==> config.mk <==
export PLATFORM = sky130hd
export DESIGN_NAME = proc_run_ctrl
export DESIGN_NICKNAME = d
export VERILOG_FILES = /design/src/rtl/proc_pkg.sv /design/src/rtl/run_watchdog.sv /design/src/rtl/proc_run_ctrl.sv
export SDC_FILE = /design/constraint.sdc
export NUM_CORES = 1
export LEC_CHECK = 0
export BUFFER_PORTS_ARGS = -buffer_cell sky130_fd_sc_hd__buf_4
export CORE_MARGIN = 2
export CORE_UTILIZATION = 30
export CTS_CLUSTER_SIZE = 14
export DETAILED_ROUTE_END_ITERATION = 7
export PLACE_DENSITY = 0.5
export SLEW_MARGIN = 0
export SYNTH_ARGS = -nofsm -noshare
export SYNTH_HDL_FRONTEND = slang
export SYNTH_SLANG_ARGS = --single-unit
==> constraint.sdc <==
create_clock -name CLK -period 3.3 [get_ports CLK]
set_clock_uncertainty 0.1 [all_clocks]
set_input_delay 0 -clock CLK [delete_from_list [all_inputs] [get_ports CLK]]
set_output_delay 0 -clock CLK [all_outputs]
set_load 0.01 [all_outputs]
==> src/rtl/proc_pkg.sv <==
// Shared definitions for the processor run controller: FSM encoding and
// default timing parameters.
package proc_pkg;

    typedef enum logic [1:0] {
        ST_IDLE = 2'd0,
        ST_RST  = 2'd1,
        ST_RUN  = 2'd2,
        ST_DONE = 2'd3
    } run_state_t;

    // CPU reset hold length, in cycles (must be at least 1)
    localparam int          RESET_CYCLES_DEF = 2;
    // RUN cycles allowed before the watchdog declares a timeout
    localparam logic [15:0] WD_LIMIT_DEF     = 16'h00FF;

endpackage

==> src/rtl/run_watchdog.sv <==
// RUN-cycle counter with watchdog. Counts enabled cycles (saturating) and
// flags the cycle that is the limit-th enabled cycle since the last clear.
module run_watchdog #(
    parameter int W = 16
) (
    input  logic         CLK,
    input  logic         resetl,
    input  logic         clear,
    input  logic         enable,
    input  logic [W-1:0] limit,
    output logic [W-1:0] count,
    output logic         expired
);

    logic [W:0] count_nxt;

    // Widened so the +1 cannot wrap when count is saturated.
    assign count_nxt = {1'b0, count} + (W+1)'(1);

    // This enabled cycle is the limit-th one once count+1 reaches limit.
    assign expired = enable && (count_nxt >= {1'b0, limit});

    // Cycle counter: clear wins, otherwise count up while enabled, hold at all-ones.
    always_ff @(posedge CLK or negedge resetl) begin
        if (!resetl) begin
            count <= '0;
        end else if (clear) begin
            count <= '0;
        end else if (enable && (count != '1)) begin
            count <= count_nxt[W-1:0];
        end
    end

endmodule

==> src/rtl/proc_run_ctrl.sv <==
// Program run controller: resets the CPU at a chosen start PC, lets it run
// until it reaches the final PC or the watchdog fires, and records the result.
module proc_run_ctrl
    import proc_pkg::*;
#(
    parameter int          RESET_CYCLES = RESET_CYCLES_DEF,
    parameter logic [15:0] WD_LIMIT     = WD_LIMIT_DEF
) (
    input  logic        CLK,
    input  logic        resetl,
    input  logic        start,
    input  logic        clear_count,
    input  logic [63:0] prog_startpc,
    input  logic [63:0] prog_endpc,
    input  logic [63:0] expected,
    input  logic [63:0] currentpc,
    input  logic [63:0] MemtoRegOut,
    output logic        cpu_resetl,
    output logic [63:0] cpu_startpc,
    output logic        busy,
    output logic        done,
    output logic        pass,
    output logic        timeout,
    output logic [7:0]  pass_count,
    output logic [15:0] cycle_count
);

    run_state_t  state;
    logic [63:0] end_pc;
    logic [63:0] exp_val;
    logic [15:0] rst_cnt;
    logic        end_hit;
    logic        data_ok;
    logic        wd_clear;
    logic        wd_en;
    logic        wd_expired;

    // Comparators against the values latched at start.
    assign end_hit  = (currentpc >= end_pc);
    assign data_ok  = (MemtoRegOut == exp_val);
    assign wd_clear = (state == ST_IDLE) && start;
    assign wd_en    = (state == ST_RUN);

    run_watchdog #(.W(16)) u_wd (
        .CLK     (CLK),
        .resetl  (resetl),
        .clear   (wd_clear),
        .enable  (wd_en),
        .limit   (WD_LIMIT),
        .count   (cycle_count),
        .expired (wd_expired)
    );

    // Run sequencing FSM with registered CPU-control, status and result outputs.
    always_ff @(posedge CLK or negedge resetl) begin
        if (!resetl) begin
            state       <= ST_IDLE;
            cpu_resetl  <= 1'b1;
            cpu_startpc <= '0;
            busy        <= 1'b0;
            done        <= 1'b0;
            pass        <= 1'b0;
            timeout     <= 1'b0;
            end_pc      <= '0;
            exp_val     <= '0;
            rst_cnt     <= '0;
        end else begin
            done <= 1'b0;
            case (state)
                ST_IDLE: begin
                    if (start) begin
                        cpu_startpc <= prog_startpc;
                        end_pc      <= prog_endpc;
                        exp_val     <= expected;
                        pass        <= 1'b0;
                        timeout     <= 1'b0;
                        cpu_resetl  <= 1'b0;
                        busy        <= 1'b1;
                        rst_cnt     <= '0;
                        state       <= ST_RST;
                    end
                end
                ST_RST: begin
                    // cpu_resetl went low on entry; release after RESET_CYCLES cycles here.
                    if (rst_cnt >= 16'(RESET_CYCLES - 1)) begin
                        cpu_resetl <= 1'b1;
                        state      <= ST_RUN;
                    end else begin
                        rst_cnt <= rst_cnt + 16'd1;
                    end
                end
                ST_RUN: begin
                    // An endpc match outranks a watchdog expiry in the same cycle.
                    if (end_hit) begin
                        pass  <= data_ok;
                        busy  <= 1'b0;
                        done  <= 1'b1;
                        state <= ST_DONE;
                    end else if (wd_expired) begin
                        timeout <= 1'b1;
                        pass    <= 1'b0;
                        busy    <= 1'b0;
                        done    <= 1'b1;
                        state   <= ST_DONE;
                    end
                end
                ST_DONE: begin
                    state <= ST_IDLE;
                end
                default: begin
                    state <= ST_IDLE;
                end
            endcase
        end
    end

    // Passing-run tally: clear wins over the DONE-cycle increment; saturates at 255.
    always_ff @(posedge CLK or negedge resetl) begin
        if (!resetl) begin
            pass_count <= '0;
        end else if (clear_count) begin
            pass_count <= '0;
        end else if ((state == ST_DONE) && pass && (pass_count != 8'hFF)) begin
            pass_count <= pass_count + 8'd1;
        end
    end

endmodule

==> metrics.md, run 1 <==
| Metric | Value |
|---|---|
| Final min period | `2.858 ns` |
| Filler cells | `3715` |
| Die W | `202.3 um` |
| Pre-antenna DRT Iters | `6` |
| Clock sinks | `239` |
| Highest routed layer | `met4` |
| Clock Tree Buf Depth | `3` |
| Max cap viols | `0` |
| Final Slew Violations | `0` |
| # IOs | `417` |
| Pwr dens | `711.5 nW/um^2` |
| Crit Path Category | `reg -> reg` |
| Setup Fix Bufs, Post-CTS | `0` |
| Synth area leaders | `dfrtp_1, nand2_1, ha_1` |
| CTS buffer count | `28` |
| Die ar. | `40940 sq um` |
| Tcrit/Tclk final | `86.61%` |
| # port buffers | `416` |
| Setup ws final | `0.4419 ns` |
| WP data arrival | `3.19 ns` |
| Syn Inst Count | `1320` |
| HPWL after DPL | `28490 um` |
| Post-Place Worst Slack | `0.3288 ns` |
| Main synth FF type | `dfrtp_1` |
| Vias per cell | `4.494` |
| Min-Delay Path Class | `in -> reg` |
| Critical Path Fanout Max | `5` |
| Final wirelength | `39430 um` |
| Synth async-reset ratio | `100.0%` |
| Vias in the first global route | `11606` |
| Max frequency | `0.3499 GHz` |
| GPL Wtd Cong | `0.8351` |
| Starting DRT DRC Count | `407` |
| Number of gates resized after CTS | `0` |
| Rel. slew slack | `36.94%` |
| CP Capture Type | `flip-flop` |
| Setup violators final | `0` |
| Sequential area share after synthesis | `50.68%` |
| RSZ-0062 raised after global routing | `no` |
| DR WL/cell | `15.98 um` |
| Largest net degree at the start of global routing | `130` |
| Largest area contributor in the netlist | `dfrtp_1` |
| DRC errors left | `0` |
| Gr usage total | `18.86%` |
| Initial core utilization | `30.47%` |
| Clock latency on the worst-skew pair | `0.55 ns` |
| #FFs+latches synth | `239` |
| Post-CTS Hold Buffers | `198` |
| Overall Power | `13.23 mW` |
| Layout cells sized above 1 | `25.36%` |
| CTS tree | `built` |
| First-pass GRT wire length | `61900 um` |
| Row count | `72` |
| Outcome | `finished, final reports clean` |
| Antenna viol nets, final | `0` |
| H-tree depth | `1` |
| Syn. warnings | `0` |
| DR WL met3 | `1756 um` |
| Nets | `2324` |
| Peak VDD IR | `0.4209 mV` |
| Initial antenna violation count | `2` |
| Synthesized area | `11800 sq um` |
| Metal-1 WL | `16810 um` |
| Root Buffer | `clkbuf_16` |
| Distinct cells, synth | `56` |
| Final Core Density | `48.00%` |
| CP Launch Type | `flip-flop` |
| Post-synth EDFFs | `0` |
| Clock Pin Slew Worst Setup and Hold Paths | `0.06 ns` |
| Share of the synthesized area in the top cell type | `50.46%` |
| Area grow syn2layout | `57.53%` |
| Syn avg cell area | `8.941 sq um` |
| Core area | `38740 sq um` |
| Final Hold Vio Count | `0` |
| Die height | `202.3 um` |
| Via Count | `11092` |
| Syn Nets | `1718` |
| Setup_tns | `0 ns` |
| Leakage | `9.500 nW` |
| GR Overflow Total | `0` |
| Met2 WL | `19710 um` |
| Measured slew at the worst slew-check pin | `0.9424 ns` |
| WP data required | `3.63 ns` |
| FF-to-FF setup slack | `0.44 ns` |
registers in the layout, summed over array words and instances (netlist names):
name,flops
pass,1
done,1
cpu_startpc,64
rst_cnt,16
u_wd.count,16
exp_val,64
state,2
timeout,1
cpu_resetl,1
end_pc,64
busy,1
pass_count,8
critical path, stage by stage, from the launching register on:
cell      delay, ns
dfrtp_1        0.33
inv_1          0.05
ha_1           0.31
nand4_1        0.14
nor4_1         0.48
nand4_1        0.27
or3_1          0.44
o221ai_2       0.25
o41ai_1        0.11
a22o_1         0.25
cells in the final DEF, fill, tap and decap left out, types with 2 or more instances in the layout:
cell / n
clkbuf_1: 2
nand4_2: 2
clkbuf_16: 29
clkbuf_8: 10
buf_12: 6
and2_2: 2
or2_2: 2
dlygate4sd3_1: 197
xnor2_1: 34
buf_4: 422
and2_1: 3
bufinv_16: 4
and4_1: 7
nand3_1: 15
a211oi_1: 9
nor2b_1: 2
diode_2: 2
and3_1: 10
o2111a_1: 2
ha_1: 74
or3_1: 4
nand2_1: 476
nand2b_1: 3
a21oi_1: 26
a41o_1: 2
nor4_1: 13
nor3_1: 5
inv_1: 73
nand4_1: 29
xor2_1: 55
a31oi_1: 13
a21o_1: 9
nor2_1: 54
a41oi_1: 2
dfrtp_1: 238
clkinv_2: 6
o21ai_0: 79
path summary, 6_finish.rpt:
kind | start | end | depth (start not counted)
setup / recovery | end_pc[47] | pass | 9
hold / removal | MemtoRegOut[45] | pass | 7
setup reg to reg | end_pc[47] | pass | 9
hold reg to reg | cpu_startpc[35] | cpu_startpc[35] | 2
max in group asynchronous | resetl | cpu_resetl | 3
min in group asynchronous | resetl | end_pc[46] | 3
Yosys cell counts (all sizes together), types with 3 or more instances:
cell,count
ha,74
nor2,54
xor2,55
a31oi,13
o21ai,79
nand2,477
clkbuf,45
and4,7
nand2b,3
and2,6
nor3,5
a21o,9
a21oi,26
nand4,31
buf,6
dfrtp,238
nor4,15
and3,11
nand3,15
inv,73
a211oi,9
or3,4
xnor2,34
power by group:
part	total (mW)	switching, mW	internal (mW)
clock network	3.40	1.27	2.13
logic	5.04	2.74	2.30
registers	4.78	0.652	4.13
layer usage:
metal | vias to the layer above | GRT usage [%]
met5 | - | 0
met4 | 0 | 5.605
met3 | 63 | 3.563
met2 | 263 | 33.30
met1 | 5243 | 23.30
li1 | 5523 | -
cell type report:
cell class	instances	area (sq um)	area share, %
diodes	2	5.005	0.02692
clock buffers	41	870.8	4.684
well taps	518	648.1	3.486
flip-flops and latches	239	5982	32.17
inverters	73	274.0	1.474
multi-input cells	957	5353	28.79
clock inverters	11	157.7	0.8479
repair buffers	627	5303	28.52
through the flow:
step	hold WS, ns	instance area (sq um)	instances
finish	0.01140	18590	2468
global route	0.02144	18590	2467
CTS	0.000009270	18590	2466
detailed placement	-0.05863	15560	2216
global placement	-0.06434	15560	2216
floorplan	-0.3956	11800	1320
cells by family after synthesis:
kind of cell    count (synthesis)  share of synthesized area (%)
buf+inv                       124                          4.050
flops                         239                          50.68
compound gates                157                          7.940
fa+ha+maj                      74                          7.845
xor+xnor                       89                          6.604
simple gates                  636                          22.79
mux                             1                        0.08481
(Power assumes the default switching activity.)
==> run 2: changes to the inputs <==
Settings changed: CORE_UTILIZATION 30 to 40, PLACE_DENSITY 0.5 to 0.63, TNS_END_PERCENT set to 5.
==> metrics.md, run 2 (synthesis results as in run 1) <==
| Metric | Value |
|---|---|
| Max cap viols | `0` |
| Pre-antenna DRT Iters | `5` |
| H-tree depth | `1` |
| Critical Path Most Common Cell | `inv_1` |
| Final min period | `2.959 ns` |
| WP data arrival | `3.33 ns` |
| Nets | `2348` |
| Core area | `28860 sq um` |
| Die ar. | `30900 sq um` |
| Design area | `18570 sq um` |
| Clock Tree Buf Depth | `3` |
| WP depth | `9` |
| Clock latency on the worst-skew pair | `0.54 ns` |
| Final Hold Vio Count | `0` |
| DRC errors left | `0` |
| Clock Pin Slew Worst Setup and Hold Paths | `0.06 ns` |
| Rel. slew slack | `52.90%` |
| Initial core utilization | `40.90%` |
| Critical Path Fanout Max | `7` |
| Critical path buffers and inverters | `3` |
| Initial antenna violation count | `3` |
| Biggest regs | `cpu_startpc (64), end_pc (64), exp_val (64)` |
| Row count | `62` |
| Die height | `175.8 um` |
| Slowest-stage cell, CP | `dlygate4sd3_1` |
| Commonest non-fill, non-tap cell in the layout | `nand2_1` |
| Final Core Density | `64.36%` |
| Tcrit/Tclk final | `89.67%` |
| Min-Delay Path Class | `in -> reg` |
| Measured slew at the worst slew-check pin | `0.7065 ns` |
| Via Count | `11290` |
| First-pass GRT wire length | `61340 um` |
| Setup_tns | `0 ns` |
| Root Buffer | `clkbuf_16` |
| DR WL/cell | `16.21 um` |
| Final wirelength | `38240 um` |
| Largest net degree at the start of global routing | `133` |
| Setup ws final | `0.3409 ns` |
| Max frequency | `0.3379 GHz` |
| Antenna viol nets, final | `0` |
| Clock sinks | `239` |
| Post-Place Worst Slack | `0.5096 ns` |
| Max incr delay on CP | `0.62 ns` |
| Setup Fix Bufs, Post-CTS | `0` |
| CP delay by family, top | `buffers and inverters` |
| CTS buffer count | `29` |
| # port buffers | `416` |
| Commonest cells after routing, fill and taps aside | `nand2_1, buf_4, dfrtp_1, dlygate4sd3_1, o21ai_0` |
| WP data required | `3.67 ns` |
| Crit Path Category | `reg -> reg` |
| CP Capture Type | `flip-flop` |
| CTS tree | `built` |
| Vias in the first global route | `11963` |
| Placed Area | `15350 sq um` |
| Reg2Reg Depth | `9` |
| Crit-path cells | `inv_1 > ha_1 > inv_1 > o21ai_1 > and4_1 > nand4_1 > nor3_1 > dlygate4sd3_1 > a22o_1` |
| # IOs | `417` |
| Peak VDD IR | `0.4629 mV` |
| Starting DRT DRC Count | `628` |
| Area grow syn2layout | `57.37%` |
| CP Launch Type | `flip-flop` |
| Leakage | `9.540 nW` |
| HPWL after DPL | `26370 um` |
| Gr usage total | `24.61%` |
| GPL Wtd Cong | `0.8521` |
| WHS Path Cells | `4` |
| Setup violators final | `0` |
| Outcome | `finished, final reports clean` |
| RSZ-0062 raised after global routing | `no` |
| Vias per cell | `4.786` |
| Die W | `175.8 um` |
| GR Overflow Total | `0` |
| Pwr dens | `707.3 nW/um^2` |
| Layout cells sized above 1 | `24.81%` |
| Final Slew Violations | `0` |
==> run 2: changes by cell type in the layout (fill, tap and decap cells not counted), moves of 2 or more <==
| cell | previous run | this run |
|---|---|---|
| bufinv_16 | 4 | 1 |
| buf_4 | 422 | 419 |
| diode_2 | 2 | 4 |
| dlygate4sd3_1 | 197 | 224 |
| clkinv_2 | 6 | 9 |
==> run 2: metrics by stage <==
stage | hold WS (ns) | instances | power [mW]
4_1_cts | 0.06756 | 2355 | 13.19
5_1_grt | 0.09134 | 2358 | 14.19
6_report | 0.09722 | 2359 | 13.14
3_5_place_dp | -0.08555 | 2078 | 9.621
2_1_floorplan | -0.3956 | 1320 | 7.647
3_3_place_gp | -0.08971 | 2078 | 9.473
==> run 2: final cells by class <==
cell class | count | area, sq um
Clock inverter | 11 | 83.83
Fill cell | 2343 | 10280
Antenna cell | 4 | 10.01
Tap cell | 384 | 480.5
Inverter | 73 | 274.0
Clock buffer | 41 | 860.8
Sequential cell | 239 | 5982
Timing Repair Buffer | 650 | 5530
Multi-Input combinational cell | 957 | 5353
==> run 2: path summary, 6_finish.rpt <==
kind                       slack (ns)             start               to
max reg2reg                      0.34          state[0]             pass
min                               0.1  prog_startpc[53]  cpu_startpc[53]
max                              0.34          state[0]             pass
min in group asynchronous        0.50            resetl    u_wd.count[7]
min reg2reg                      0.38   cpu_startpc[37]  cpu_startpc[37]
max in group asynchronous        2.12            resetl       cpu_resetl
==> run 2: routing by layer <==
layer	vias up	part of all wire (%)	wire length, um	GRT usage [%]
met3	90	5.6	2137	4.892
met5	-	0	0	0
met1	5293	42	15900	31.51
met2	325	49	18820	41.34
li1	5582	-	-	-
met4	0	3.6	1390	9.125
==> run 2: power breakdown <==
part           switching (mW)  total [mW]  internal [mW]  leakage, nW
Combinational            2.79        5.22           2.42         6.04
Sequential              0.662        4.79           4.13         3.03
Clock                    1.25        3.13           1.88        0.480
==> run 2: timing repair <==
action | in CTS | in global routing
endpoints found under the setup margin | 0 | 1
hold buffers | 225 | 0
resized for setup | 0 | 1
hold endpoints to repair | 442 | 0
==> run 2: worst reg2reg max path: stages, from the launching register on <==
cell and delay (ns):
dfrtp_1 0.42, inv_1 0.13, ha_1 0.35, inv_1 0.22, o21ai_1 0.29, and4_1 0.25
nand4_1 0.12, nor3_1 0.28, dlygate4sd3_1 0.62, a22o_1 0.13
==> run 3: changes to the inputs <==
Settings changed: BUFFER_PORTS_ARGS -buffer_cell sky130_fd_sc_hd__buf_4 to unset, DONT_BUFFER_PORTS set to 1, PLACE_DENSITY 0.63 to 0.51.
==> metrics.md, run 3 <==
| Metric | Value |
|---|---|
| Outcome | `stopped before the end` |
| Stage reached | `clock tree synthesis` |
| Tool Error | `[ERROR RSZ-0060] Max buffer count reached.` |
| Synth area leaders | `dfrtp_1, nand2_1, ha_1` |
| #FFs+latches synth | `239` |
| CTS buffer count | `28` |
| Syn avg cell area | `8.941 sq um` |
| Placed Cells incl. Taps | `1660` |
| Placed Area | `12190 sq um` |
| GPL Wtd Cong | `0.8115` |
| Sequential area share after synthesis | `50.68%` |
| Syn Inst Count | `1320` |
| Post-synth EDFFs | `0` |
| Syn Nets | `1718` |
| Clock Tree Buf Depth | `3` |
| # port buffers | `0` |
| Initial core utilization | `40.90%` |
| Synthesized area | `11800 sq um` |
| Clock sinks | `239` |
| Count leader, synth | `nand2_1` |
| Setup Fix Bufs, Post-CTS | `0` |
| Share of the synthesized area in the top cell type | `50.46%` |
| Syn. warnings | `0` |
| Synth cell count leaders | `nand2_1, dfrtp_1, o21ai_0, ha_1, inv_1` |
| HPWL after DPL | `22210 um` |
| # IOs | `417` |
| Die W | `175.8 um` |
| Largest area contributor in the netlist | `dfrtp_1` |
| H-tree depth | `1` |
| Main synth FF type | `dfrtp_1` |
| Post-CTS Hold Buffers | `344` |
| Number of gates resized after CTS | `0` |
| Synth async-reset ratio | `100.0%` |
| Die height | `175.8 um` |
| Row count | `62` |
| Root Buffer | `clkbuf_16` |
| Distinct cells, synth | `56` |
## run 3: cell counts after synthesis
Identical to the previous run, type by type.
## run 3: logic make-up after synthesis
group	Yosys count	share of synthesized area, %
AND/OR/NAND/NOR	636	22.79
adder cells (fa/ha/maj)	74	7.845
XOR/XNOR	89	6.604
multiplexers	1	0.08481
AO/OA/AOI/OAI	157	7.940
flip-flops	239	50.68
buffers and inverters	124	4.050
## run 3: per-stage QoR
step / util, % / setup slack [ns] / hold WS, ns
2_1_floorplan: - / 0.8761 / -0.3956
3_5_place_dp: 42.25 / 0.4831 / -0.3905
3_3_place_gp: 42.25 / 0.4783 / -0.3895
==> run 4: changes to the inputs <==
Settings changed: CORE_UTILIZATION 40 to 25, CTS_CLUSTER_SIZE 14 to unset, PLACE_DENSITY 0.51 to unset, PLACE_DENSITY_LB_ADDON set to 0.15.
==> metrics.md, run 4 <==
| Metric | Value |
|---|---|
| Root Buffer | `clkbuf_16` |
| Clock Tree Buf Depth | `3` |
| Tool Error | `[ERROR RSZ-0060] Max buffer count reached.` |
| Syn Nets | `1718` |
| # port buffers | `0` |
| Syn. warnings | `0` |
| Distinct cells, synth | `56` |
| HPWL after DPL | `26920 um` |
| Synth cell count leaders | `nand2_1, dfrtp_1, o21ai_0, ha_1, inv_1` |
| Post-CTS Hold Buffers | `391` |
| CTS buffer count | `31` |
| Number of gates resized after CTS | `0` |
| Outcome | `stopped before the end` |
| Stage reached | `clock tree synthesis` |
| GPL Wtd Cong | `0.8376` |
| Syn Inst Count | `1320` |
| Die height | `221.3 um` |
| Synthesized area | `11800 sq um` |
| Synth area leaders | `dfrtp_1, nand2_1, ha_1` |
| Largest area contributor in the netlist | `dfrtp_1` |
| Initial core utilization | `25.35%` |
| Clock sinks | `239` |
| H-tree depth | `1` |
| Count leader, synth | `nand2_1` |
| Post-synth EDFFs | `0` |
| Die W | `221.3 um` |
| # IOs | `417` |
| Setup Fix Bufs, Post-CTS | `0` |
| Share of the synthesized area in the top cell type | `50.46%` |
| #FFs+latches synth | `239` |
| Sequential area share after synthesis | `50.68%` |
| Synth async-reset ratio | `100.0%` |
| Main synth FF type | `dfrtp_1` |
| Syn avg cell area | `8.941 sq um` |
| Row count | `79` |
-- run 4: cell counts after synthesis --
Identical to the previous run, type by type.
-- run 4: logic make-up after synthesis --
logic type | Yosys count | synth area share, %
AND/OR/NAND/NOR | 636 | 22.79
flip-flops | 239 | 50.68
AO/OA/AOI/OAI | 157 | 7.940
buffers and inverters | 124 | 4.050
XOR/XNOR | 89 | 6.604
adder cells (fa/ha/maj) | 74 | 7.845
multiplexers | 1 | 0.08481
-- run 4: stage by stage --
step	utilization [%]	cells	hold WS (ns)	setup WS [ns]	instance area [sq um]
global placement	26.86	1889	-0.3813	0.5826	12500
floorplan	-	1320	-0.3956	0.8761	11800
detailed placement	26.86	1889	-0.3799	0.5481	12500
